File: src/rtl/stopwatch_ctrl.sv
`default_nettype none
// ============================================================================
// Module      : stopwatch_ctrl
// Description : Stopwatch sequencer. Owns the 1/100 s timebase, the
//               IDLE/RUN/LAP/PAUSE state machine and the cascaded BCD time
//               digits (SS.cc, 00.00 - 59.99). Presents live or lap-frozen
//               time on a 16-bit BCD display bus.
// Revision    : 1.0 - initial release
// ============================================================================
module stopwatch_ctrl #(
    parameter int DIV   = 500000,   // clock cycles per 1/100 s tick, >= 2
    parameter int PRE_W = 19        // prescaler width, 2**PRE_W >= DIV
) (
    input  logic        i_clk,
    input  logic        rst,
    input  logic        i_start_stop,
    input  logic        i_lap,
    input  logic        i_clear,
    output logic [15:0] o_disp,
    output logic        o_running,
    output logic        o_lap_active,
    output logic        o_tick,
    output logic        o_wrap
);

    // ------------------------------------------------------------------------
    // State encoding
    // ------------------------------------------------------------------------
    localparam logic [1:0] c_IDLE  = 2'd0;
    localparam logic [1:0] c_RUN   = 2'd1;
    localparam logic [1:0] c_LAP   = 2'd2;
    localparam logic [1:0] c_PAUSE = 2'd3;

    // Terminal prescaler count; the tick fires on the cycle that holds it.
    localparam logic [PRE_W-1:0] c_PRE_MAX = PRE_W'(DIV - 1);

    // ------------------------------------------------------------------------
    // Registers
    // ------------------------------------------------------------------------
    logic [1:0]       r_state;
    logic [PRE_W-1:0] r_pre;
    logic [3:0]       r_hund;       // hundredths, 0-9
    logic [3:0]       r_tenth;      // tenths, 0-9
    logic [3:0]       r_sec_u;      // seconds units, 0-9
    logic [3:0]       r_sec_t;      // seconds tens, 0-5
    logic [15:0]      r_lap;
    logic             r_tick;
    logic             r_wrap;

    // ------------------------------------------------------------------------
    // Combinational wires
    // ------------------------------------------------------------------------
    logic [1:0]  w_state_nxt;
    logic        w_active;
    logic        w_tick;
    logic        w_go_idle;
    logic        w_lap_load;
    logic        w_cy_hund;
    logic        w_cy_tenth;
    logic        w_cy_sec_u;
    logic        w_rollover;
    logic [3:0]  w_hund_inc;
    logic [3:0]  w_tenth_inc;
    logic [3:0]  w_sec_u_inc;
    logic [3:0]  w_sec_t_inc;
    logic [15:0] w_live;

    assign w_live   = {r_sec_t, r_sec_u, r_tenth, r_hund};
    assign w_active = (r_state == c_RUN) || (r_state == c_LAP);
    assign w_tick   = w_active && (r_pre == c_PRE_MAX);

    // Next-state decode; clear outranks start/stop, which outranks lap.
    always_comb begin
        w_state_nxt = r_state;
        case (r_state)
            c_IDLE: begin
                if (i_start_stop) w_state_nxt = c_RUN;
            end
            c_RUN: begin
                if (i_clear)           w_state_nxt = c_IDLE;
                else if (i_start_stop) w_state_nxt = c_PAUSE;
                else if (i_lap)        w_state_nxt = c_LAP;
            end
            c_LAP: begin
                if (i_clear)           w_state_nxt = c_IDLE;
                else if (i_start_stop) w_state_nxt = c_PAUSE;
                else if (i_lap)        w_state_nxt = c_RUN;
            end
            c_PAUSE: begin
                if (i_clear)           w_state_nxt = c_IDLE;
                else if (i_start_stop) w_state_nxt = c_RUN;
            end
            default: w_state_nxt = c_IDLE;
        endcase
    end

    // Transition-qualified strobes: clearing on entry to IDLE, lap capture on RUN->LAP.
    always_comb begin
        w_go_idle  = (r_state != c_IDLE) && (w_state_nxt == c_IDLE);
        w_lap_load = (r_state == c_RUN)  && (w_state_nxt == c_LAP);
    end

    // Ripple-carry increment of the BCD digit chain; any out-of-range digit
    // is treated as its terminal value so the chain self-recovers to BCD.
    always_comb begin
        w_cy_hund  = (r_hund  >= 4'd9);
        w_cy_tenth = w_cy_hund  && (r_tenth >= 4'd9);
        w_cy_sec_u = w_cy_tenth && (r_sec_u >= 4'd9);
        w_rollover = w_cy_sec_u && (r_sec_t >= 4'd5);

        w_hund_inc  = w_cy_hund ? 4'd0 : r_hund + 4'd1;

        w_tenth_inc = r_tenth;
        if (w_cy_hund) begin
            w_tenth_inc = (r_tenth >= 4'd9) ? 4'd0 : r_tenth + 4'd1;
        end

        w_sec_u_inc = r_sec_u;
        if (w_cy_tenth) begin
            w_sec_u_inc = (r_sec_u >= 4'd9) ? 4'd0 : r_sec_u + 4'd1;
        end

        w_sec_t_inc = r_sec_t;
        if (w_cy_sec_u) begin
            w_sec_t_inc = (r_sec_t >= 4'd5) ? 4'd0 : r_sec_t + 4'd1;
        end
    end

    // State register.
    always_ff @(posedge i_clk or posedge rst) begin
        if (rst) begin
            r_state <= c_IDLE;
        end else begin
            r_state <= w_state_nxt;
        end
    end

    // Prescaler: counts only while running, holds in PAUSE to keep the fraction.
    always_ff @(posedge i_clk or posedge rst) begin
        if (rst) begin
            r_pre <= '0;
        end else if (w_go_idle) begin
            r_pre <= '0;
        end else if (w_active) begin
            if (r_pre == c_PRE_MAX) begin
                r_pre <= '0;
            end else begin
                r_pre <= r_pre + 1'b1;
            end
        end
    end

    // Live time digits: advance on each tick, zero when returning to IDLE.
    always_ff @(posedge i_clk or posedge rst) begin
        if (rst) begin
            r_hund  <= 4'd0;
            r_tenth <= 4'd0;
            r_sec_u <= 4'd0;
            r_sec_t <= 4'd0;
        end else if (w_go_idle) begin
            r_hund  <= 4'd0;
            r_tenth <= 4'd0;
            r_sec_u <= 4'd0;
            r_sec_t <= 4'd0;
        end else if (w_tick) begin
            r_hund  <= w_hund_inc;
            r_tenth <= w_tenth_inc;
            r_sec_u <= w_sec_u_inc;
            r_sec_t <= w_sec_t_inc;
        end
    end

    // Lap register: captures the pre-increment live digits when entering LAP.
    always_ff @(posedge i_clk or posedge rst) begin
        if (rst) begin
            r_lap <= 16'h0000;
        end else if (w_go_idle) begin
            r_lap <= 16'h0000;
        end else if (w_lap_load) begin
            r_lap <= w_live;
        end
    end

    // Tick and rollover strobes, one cycle behind the increment; a clear
    // on the tick edge suppresses them since the count is discarded.
    always_ff @(posedge i_clk or posedge rst) begin
        if (rst) begin
            r_tick <= 1'b0;
            r_wrap <= 1'b0;
        end else begin
            r_tick <= w_tick && !w_go_idle;
            r_wrap <= w_tick && w_rollover && !w_go_idle;
        end
    end

    // ------------------------------------------------------------------------
    // Outputs
    // ------------------------------------------------------------------------
    assign o_disp       = (r_state == c_LAP) ? r_lap : w_live;
    assign o_running    = w_active;
    assign o_lap_active = (r_state == c_LAP);
    assign o_tick       = r_tick;
    assign o_wrap       = r_wrap;

endmodule
`default_nettype wire

File: config.mk
export PLATFORM = sky130hd
export DESIGN_NAME = stopwatch_ctrl
export DESIGN_NICKNAME = d
export VERILOG_FILES = /design/src/rtl/stopwatch_ctrl.sv
export SDC_FILE = /design/constraint.sdc
export NUM_CORES = 1
export LEC_CHECK = 0
export CORE_MARGIN = 2
export CORE_UTILIZATION = 59
export CTS_BUF_LIST = sky130_fd_sc_hd__clkbuf_16
export DETAILED_ROUTE_END_ITERATION = 6
export HOLD_SLACK_MARGIN = 0.1
export PLACE_DENSITY = 0.82
export SLEW_MARGIN = 20
export SYNTH_ARGS = -nofsm -noshare
export SYNTH_HDL_FRONTEND = slang
export SYNTH_SLANG_ARGS = --single-unit
File: constraint.sdc
create_clock -name i_clk -period 2.6 [get_ports i_clk]
set_input_delay 0.26 -clock i_clk [delete_from_list [all_inputs] [get_ports i_clk]]
set_output_delay 0.26 -clock i_clk [all_outputs]
set_load 0.02 [all_outputs]
* Word-level counts from Yosys, hierarchy flattened
Index checks and enable logic that the tools add are counted.
** Cells by class
- Add/sub/neg operators :: 5
- Muxes and demuxes :: 30
- Magnitude comparators :: 4
- Equal/unequal tests :: 5
- Reductions and logical operators :: 23
** Operators by type and width (number)
- two-way mux 4 bit :: 15
- two-way mux 19 bit :: 3
- two-way mux 16 bit :: 3
- adder 19 x 1 -> 19 bit, second input constant :: 1
- == test 19 bit, second input constant :: 1
- adder 4 x 1 -> 4 bit, second input constant :: 4
- two-way mux 2 bit :: 8
- nonzero test 2 bit :: 7
- >= comparator 4 bit, second input constant :: 3
- logical AND 1 bit :: 9
- case mux 2 bit (4 select lines) :: 1
- == test 2 bit, second input constant :: 3
- AND reduction 2 bit :: 3
- >= comparator 4 x 3 -> 1 bit, second input constant :: 1
- zero test 2 bit :: 2
- == test 2 x 1 -> 1 bit, second input constant :: 1
- zero test 1 bit :: 1
- logical OR 1 bit :: 1
** Storage, ports and cells
- Register bits after elaboration :: 55
- Logic and storage cells :: 76

* Logic depth before layout (Yosys ltp)
Gate-level depths: netlist of the first run.
- Depth in word-level cells :: 8
- Mapped depth :: 9
- Gate-level depth less buffers :: 7

* Least setup slack after synthesis of the first run
Ideal clock, no wire load.
- Path kind :: reg-to-reg
- Start point :: register r_state[0]
- End point :: register r_tenth[3]
- Clock period less this slack :: 2.512 ns
- Stages on the path, launching flop included :: 10
- Arrival :: 2.439 ns
- Required time :: 2.527 ns
- Slack :: 0.088 ns
- Buffers on the path :: 2
- Library setup time :: 0.073 ns
- Cell sequence :: dfrtp_1 inv_1 ha_1 and2_1 buf_4 nand4_4 or3_1 buf_2 or4_4 a21oi_2
** RTL lines
- start: declaration :: RTL line 40 : logic [1:0] r_state;
- start signal: assignment :: RTL line 132 : r_state <= c_IDLE;
- start signal: assignment :: RTL line 134 : r_state <= w_state_nxt;
- == test 2 x 1 -> 1 bit / == test 2 bit (equally long branches) :: RTL line 69 : assign w_active = (r_state == c_RUN) || (r_state == c_LAP);
- logical OR 1 bit (*) :: RTL line 69
- named net o_running :: RTL line 20 : output logic o_running,
- logical AND 1 bit (*) :: RTL line 70 : assign w_tick = w_active && (r_pre == c_PRE_MAX);
- nonzero test 2 bit (no source line) (*)
- AND reduction 2 bit (no source line) (*)
- end signal: assignment :: RTL line 167 : r_tenth <= w_tenth_inc;
- end: declaration :: RTL line 43 : logic [3:0] r_tenth;
Mark *: on every way through the listed nets, which the timed path passes. The rest lies on a longest branch.
A chain may end at the register's enable or synchronous reset.

* Worst setup path in the final report of the first run
- Start point :: register r_state[0]
- End point :: output o_disp[14]
** Between the ends
- Word-level cells in the longest chain between the ends :: 2
** Ends and longest elaborated chain
- == test 2 bit :: RTL line 199 : assign o_disp = (r_state == c_LAP) ? r_lap : w_live;
- two-way mux 16 bit :: RTL line 199
- end: declaration :: RTL line 19 : output logic [15:0] o_disp,
Every way passes these cells.

==> out/results.txt, run 1 <==
status: complete, no violations
cells along the critical path: inv_1 -> ha_1 -> buf_12 -> o21ai_0 -> clkdlybuf4s50_1
FP Rows: 27
Setup Skew: 0.00662 ns
Total Neg Setup Slack: 0 ns
Residual DRC: 0
design area: 3840 sq um
Area after DPL: 3670 sq um
Hold Buf Count CTS: 0
area of the mapped netlist: 3270 sq um
initial antenna violation count: 0
clock sink count: 55
Initial DRC Count: 209
largest net degree at the start of global routing: 56
# port buffers: 24
P per Cell Area: 671 nW/um^2
relative max-transition margin: 53.8%
final std cells w/o fill: 458
Post-CTS Setup Bufs: 0
DIE AREA: 6160 sq um
final design utilization: 70.7%
Arrival @ worst endpoint: 2.22 ns
largest fanout on the critical path: 30
Tot GR Track Use: 24.4%
Peak VDD IR: 0.000732 V
I/O Pins: 25
fraction of registers with async set/reset: 100%
Root Driver: clkbuf_16
worst skew pair latency: 0.29 ns
Inst Count DP: 450
Cells after Synth: 355
syn avg cell area: 9.22 sq um
GP Congestion: 0.919
Reg clk slew, reported paths: 0.06 ns
Filler cells: 414
fraction of layout cells with a size suffix above 1: 10.4%
Num CTS Buffers: 5
DR vias: 2704
final hold viol count: 0
Die H: 78.5 microns
Pre-antenna DRT Iters: 6
Die X: 78.5 microns
cts repair resizes: 0
global-route wire length before repair: 12.0 mm
Worst Path Required: 2.34 ns
Reg area: 1380 sq um
Max-Cap Viols: 0
clock tree buffer depth: 2
Initial Utilization: 60.2%
vias in the first global route: 2602
final-stage net count: 407
Crit. End Element: primary output
GRT overflow: 0
post-synthesis sequential area ratio: 42.0%
number of vias per cell: 5.90
Antenna Nets Post-Route: 0
Multi-input gate area: 1760 sq um
slowest cell on the critical path: clkdlybuf4s50_1
setup ws final: 0.116 ns
Detail Placement HPWL: 4.80 mm
Post-synth EDFFs: 0
unrepaired setup endpoints after global routing: false
Tmin final: 2.48 ns
antenna cells: 0
count of different cell masters after synthesis: 53
worst-margin pin slew: 0.693 ns
max-slew violations: 0
worst hold slack: 0.488 ns
crit start category: register
predominant post-synthesis flop cell: dfrtp_1
Tot Pwr: 2.58 mW
CP Class: reg2out
layout overhead on the synthesized area: 17.4%
WL per Instance: 14.9 microns
synth warn: 0
Max Clk Rate: 0.403 GHz
post-route clock period utilization: 95.5%
Lkg Pwr: 1.56 nW
Min-Delay Path Class: in2async
Synthesized Nets: 377
crit-path max cell delay: 0.67 ns
Setup Viol. Count Final: 0
CTS tree: built
#FFs+latches synth: 55
CTS H-tree lvls: 2
dpl ws: 0.222 ns
Core Region: 5440 sq um
final wirelength: 6.83 mm
kinds of logic (layout without fill, tap and decap cells):
family                     count (synthesis)  count (layout)  synth area share (%)
xor gates and xnor gates                  11              11                  2.94
muxes                                      5               5                  1.64
AOI/OAI and AO/OA                         93              93                  18.3
buffers and inverters                     35              66                  4.62
adders and majority gates                 17              17                  6.50
and+or+nand+nor                          139             139                  24.0
DFF                                       55              55                  42.0
power breakdown:
part | switching (mW) | internal (mW)
Clock | 0.291 | 0.450
Combinational | 0.625 | 0.307
Sequential | 0.0245 | 0.880
registers in the layout (all words and copies together) (netlist names):
| register | cells |
|---|---|
| r_tenth | 4 |
| o_wrap | 1 |
| r_state | 2 |
| r_hund | 4 |
| r_pre | 19 |
| r_sec_t | 4 |
| r_lap | 16 |
| r_sec_u | 4 |
| o_tick | 1 |
synth_stat cells (3+ instances only):
| cell | number | share of area, % |
|---|---|---|
| nand4b_1 | 3 | 0.80 |
| buf_4 | 3 | 0.69 |
| nor2_1 | 20 | 2.3 |
| dfrtp_1 | 55 | 42 |
| and2_1 | 4 | 0.76 |
| a31oi_1 | 3 | 0.57 |
| o21a_1 | 4 | 0.92 |
| inv_1 | 19 | 2.2 |
| nand2_1 | 37 | 4.2 |
| nand3_1 | 16 | 2.4 |
| nor3_1 | 14 | 2.1 |
| o2bb2ai_1 | 15 | 4.0 |
| a21oi_1 | 14 | 2.1 |
| and4_1 | 5 | 1.3 |
| nand4_1 | 7 | 1.3 |
| a211oi_1 | 4 | 0.92 |
| nor4_1 | 4 | 0.76 |
| clkbuf_1 | 11 | 1.3 |
| xnor2_1 | 5 | 1.3 |
| or3_1 | 4 | 0.76 |
| nand2b_1 | 7 | 1.3 |
| mux2_2 | 3 | 1.0 |
| ha_1 | 17 | 6.5 |
| o21ai_0 | 37 | 5.7 |
| xor2_1 | 6 | 1.6 |
worst paths after layout:
kind / from / end / slack, ns / cells past startpoint
max in group asynchronous: rst / r_pre[17] / 1.65 / 3
min in group i_clk: r_pre[18] / r_pre[18] / 0.53 / 1
hold / removal: rst / r_state[0] / 0.49 / 3
hold reg to reg: r_pre[18] / r_pre[18] / 0.53 / 1
setup / recovery: r_state[0] / o_disp[14] / 0.12 / 5
setup reg to reg: r_state[0] / r_tenth[3] / 0.23 / 7
worst max-delay path: cells and delay by family (launching register included):
kind            cells  cell delay [ns]
fa+ha+maj           1             0.30
buf+inv             3             0.95
compound gates      1             0.27
flops               1             0.41
per-layer routing:
layer / GRT usage, % / wire, microns
met5: 0 / 0
met4: 6.14 / 65
met3: 4.14 / 194
met2: 42.2 / 3460
met1: 32.0 / 3110
cells in the final DEF (no fill, tap or decap), drive strengths merged, types with 5 or more instances in the layout:
cell type      instances
dfrtp                 55
nand2                 37
o21ai                 37
clkdlybuf4s50         24
nor2                  20
inv                   19
ha                    17
nand3                 16
o2bb2ai               15
a21oi                 15
buf                   15
nor3                  14
nand4                  8
nand2b                 7
xor2                   6
xnor2                  5
and4                   5
clkbuf                 5
and2                   5
or3                    5
final cells by class:
class,instances,share of cell area (%)
Timing Repair Buffer,39,9.83
Sequential cell,55,35.8
Clock inverter,3,1.01
Clock buffer,5,3.26
Tap cell,72,2.34
Inverter,19,1.86
Multi-Input combinational cell,265,45.9
Note: power is estimated with default switching activity, not from simulation.
==> run 2: changes to the inputs <==
--- a/config.mk
+++ b/config.mk
@@ -6,4 +6,5 @@
 export NUM_CORES = 1
 export LEC_CHECK = 0
+export ABC_CLOCK_PERIOD_IN_PS = 2600
 export CORE_MARGIN = 2
 export CORE_UTILIZATION = 59
@@ -12,4 +13,5 @@
 export HOLD_SLACK_MARGIN = 0.1
 export PLACE_DENSITY = 0.82
+export SKIP_CTS_REPAIR_TIMING = 1
 export SLEW_MARGIN = 20
 export SYNTH_ARGS = -nofsm -noshare
==> constraint.sdc (replaced) <==
create_clock -name i_clk -period 2.6 [get_ports i_clk]
set_input_delay 0.78 -clock i_clk [delete_from_list [all_inputs] [get_ports i_clk]]
set_output_delay 0.78 -clock i_clk [all_outputs]
set_load 0.02 [all_outputs]
==> run 2 against run 1 <==
Die area is the same; clock skew is essentially flat; setup slack lost 0.030 ns; sequential share of layout area shrank 1.2 points; global-route usage grew 1.9 points; final cell count grew 1.7%; clock power shrank 1%; critical path type unchanged.
==> out/results.txt, run 2 (synthesis results as in run 1) <==
status: complete, no violations
FP Rows: 27 (unchanged)
CP Class: reg2out
layout overhead on the synthesized area: 21.4%
Initial Utilization: 60.2% (unchanged)
Largest register FFs: 19 (unchanged)
Die X: 78.5 microns (unchanged)
clock tree buffer depth: 2 (unchanged)
number of vias per cell: 6.05 (+2.5%)
DIE AREA: 6160 sq um (unchanged)
clock sink count: 55 (unchanged)
max-slew violations: 0 (unchanged)
CTS tree: built
global-route wire length before repair: 12.8 mm (+6.3%)
cells along the critical path: inv_1 -> ha_1 -> buf_4 -> clkdlybuf4s50_1
I/O Pins: 25 (unchanged)
Initial DRC Count: 175 (-16%)
P per Cell Area: 686 nW/um^2 (+2.3%)
beginning of the worst hold path: r_pre[18]
WL per Instance: 16.4 microns (+10%)
crit path from: r_state[0]
crit-path max cell delay: 0.60 ns (-0.07 ns)
initial antenna violation count: 0 (unchanged)
reg-to-reg startpoint: r_state[1]
Pre-antenna DRT Iters: 4 (-2)
post-route clock period utilization: 96.7% (+1.2 points)
final design utilization: 73.1% (+2.4 points)
Reg clk slew, reported paths: 0.07 ns (about the same)
Antenna Nets Post-Route: 0 (unchanged)
Reg-to-Reg End: r_tenth[3]
GP Congestion: 0.849 (-7.6%)
fraction of layout cells with a size suffix above 1: 12.4% (+2.1 points)
unrepaired setup endpoints after global routing: false
final hold viol count: 0 (unchanged)
# port buffers: 24 (unchanged)
final-stage net count: 416 (+2.2%)
Arrival @ worst endpoint: 1.73 ns (-0.49 ns)
Lkg Pwr: 1.92 nW (+23%)
Setup Skew: 0.00660 ns (-0.0000214 ns)
worst skew pair latency: 0.29 ns (about the same)
Hold Path End: r_pre[18]
Root Driver: clkbuf_16
commonest non-fill, non-tap cells in the layout: dfrtp_1, nand2_1, o21ai_0
Max Clk Rate: 0.398 GHz (-1.2%)
Setup Viol. Count Final: 0 (unchanged)
largest net degree at the start of global routing: 31 (-45%)
CTS H-tree lvls: 2 (unchanged)
setup ws final: 0.0860 ns (-0.0305 ns)
Min-Delay Path Class: reg2reg
dpl ws: 0.0241 ns (-0.198 ns)
DR vias: 2820 (+4.3%)
Detail Placement HPWL: 5.46 mm (+14%)
relative max-transition margin: 55.7% (+1.9 points)
worst-margin pin slew: 0.659 ns (-0.0349 ns)
vias in the first global route: 2718 (+4.5%)
Largest Register: r_pre
Hold Path Depth: 1
R2R Setup Slk: 0.19 ns (-0.04 ns)
Worst R2R Path Depth: 7 (unchanged)
GRT overflow: 0 (unchanged)
Die H: 78.5 microns (unchanged)
largest fanout on the critical path: 5 (-83%)
Peak VDD IR: 0.000727 V (-0.78%)
final wirelength: 7.65 mm (+12%)
crit start category: register
Residual DRC: 0 (unchanged)
slowest cell on the critical path: clkdlybuf4s50_1
Num CTS Buffers: 5 (unchanged)
antenna cells: 0 (unchanged)
commonest non-fill, non-tap cell in the layout: dfrtp_1
Tot GR Track Use: 26.3% (+1.9 points)
Core Region: 5440 sq um (unchanged)
Worst Path Required: 1.82 ns (-0.52 ns)
Largest regs: r_pre: 19 flops, r_lap: 16 flops
Max-Cap Viols: 0 (unchanged)
Crit. End Element: primary output
Tmin final: 2.51 ns (+0.0305 ns)
run 2: metal layers:
| layer | vias to the layer above | GRT usage, % | routed length (microns) |
|---|---|---|---|
| met3 | 15 | 4.60 | 214 |
| li1 | 1358 | - | - |
| met2 | 53 | 48.4 | 4080 |
| met1 | 1394 | 31.4 | 3210 |
| met4 | 0 | 7.89 | 143 |
| met5 | - | 0 | 0 |
run 2: how the worst max path moves through the flow:
stage | to | slack (ns)
2_1_floorplan | r_tenth[3] | 0.09
3_3_place_gp | r_pre[9] | 0.09
3_5_place_dp | r_lap[6] | 0.02
4_1_cts | o_disp[2] | -0.24
5_1_grt | o_lap_active | 0.002
6_report | o_lap_active | 0.09
run 2: report_power, final:
part,internal [mW],switching (mW)
Combinational,0.407,0.689
Sequential,0.880,0.0199
Clock,0.446,0.286
run 2: critical path: cells and delay by family, from the launching register on:
family     cells  cell delay (ns)
buf+inv        3             0.85
flops          1             0.38
fa+ha+maj      1             0.22
run 2: layout make-up:
class,instances,area [sq um]
clock buffers,5,125
clock inverters,2,33.8
fillers,401,1460
inverters,19,71.3
multi-input cells,265,1770
flip-flops and latches,55,1380
well taps,72,90.1
repair buffers,48,513
run 2: through the flow:
| stage | power (mW) | hold slack, ns | setup TNS, ns | cell area (sq um) | std cells |
|---|---|---|---|---|---|
| final | 2.73 | 0.515 | 0 | 3980 | 466 |
| after detailed placement | 1.99 | 0.495 | 0 | 3770 | 459 |
| after floorplan | 1.55 | 0.460 | 0 | 3270 | 355 |
| after global placement | 1.96 | 0.486 | 0 | 3770 | 459 |
| after CTS | 2.73 | 0.509 | -2.16 | 3930 | 466 |
| after global routing | 2.87 | 0.539 | 0 | 3980 | 466 |
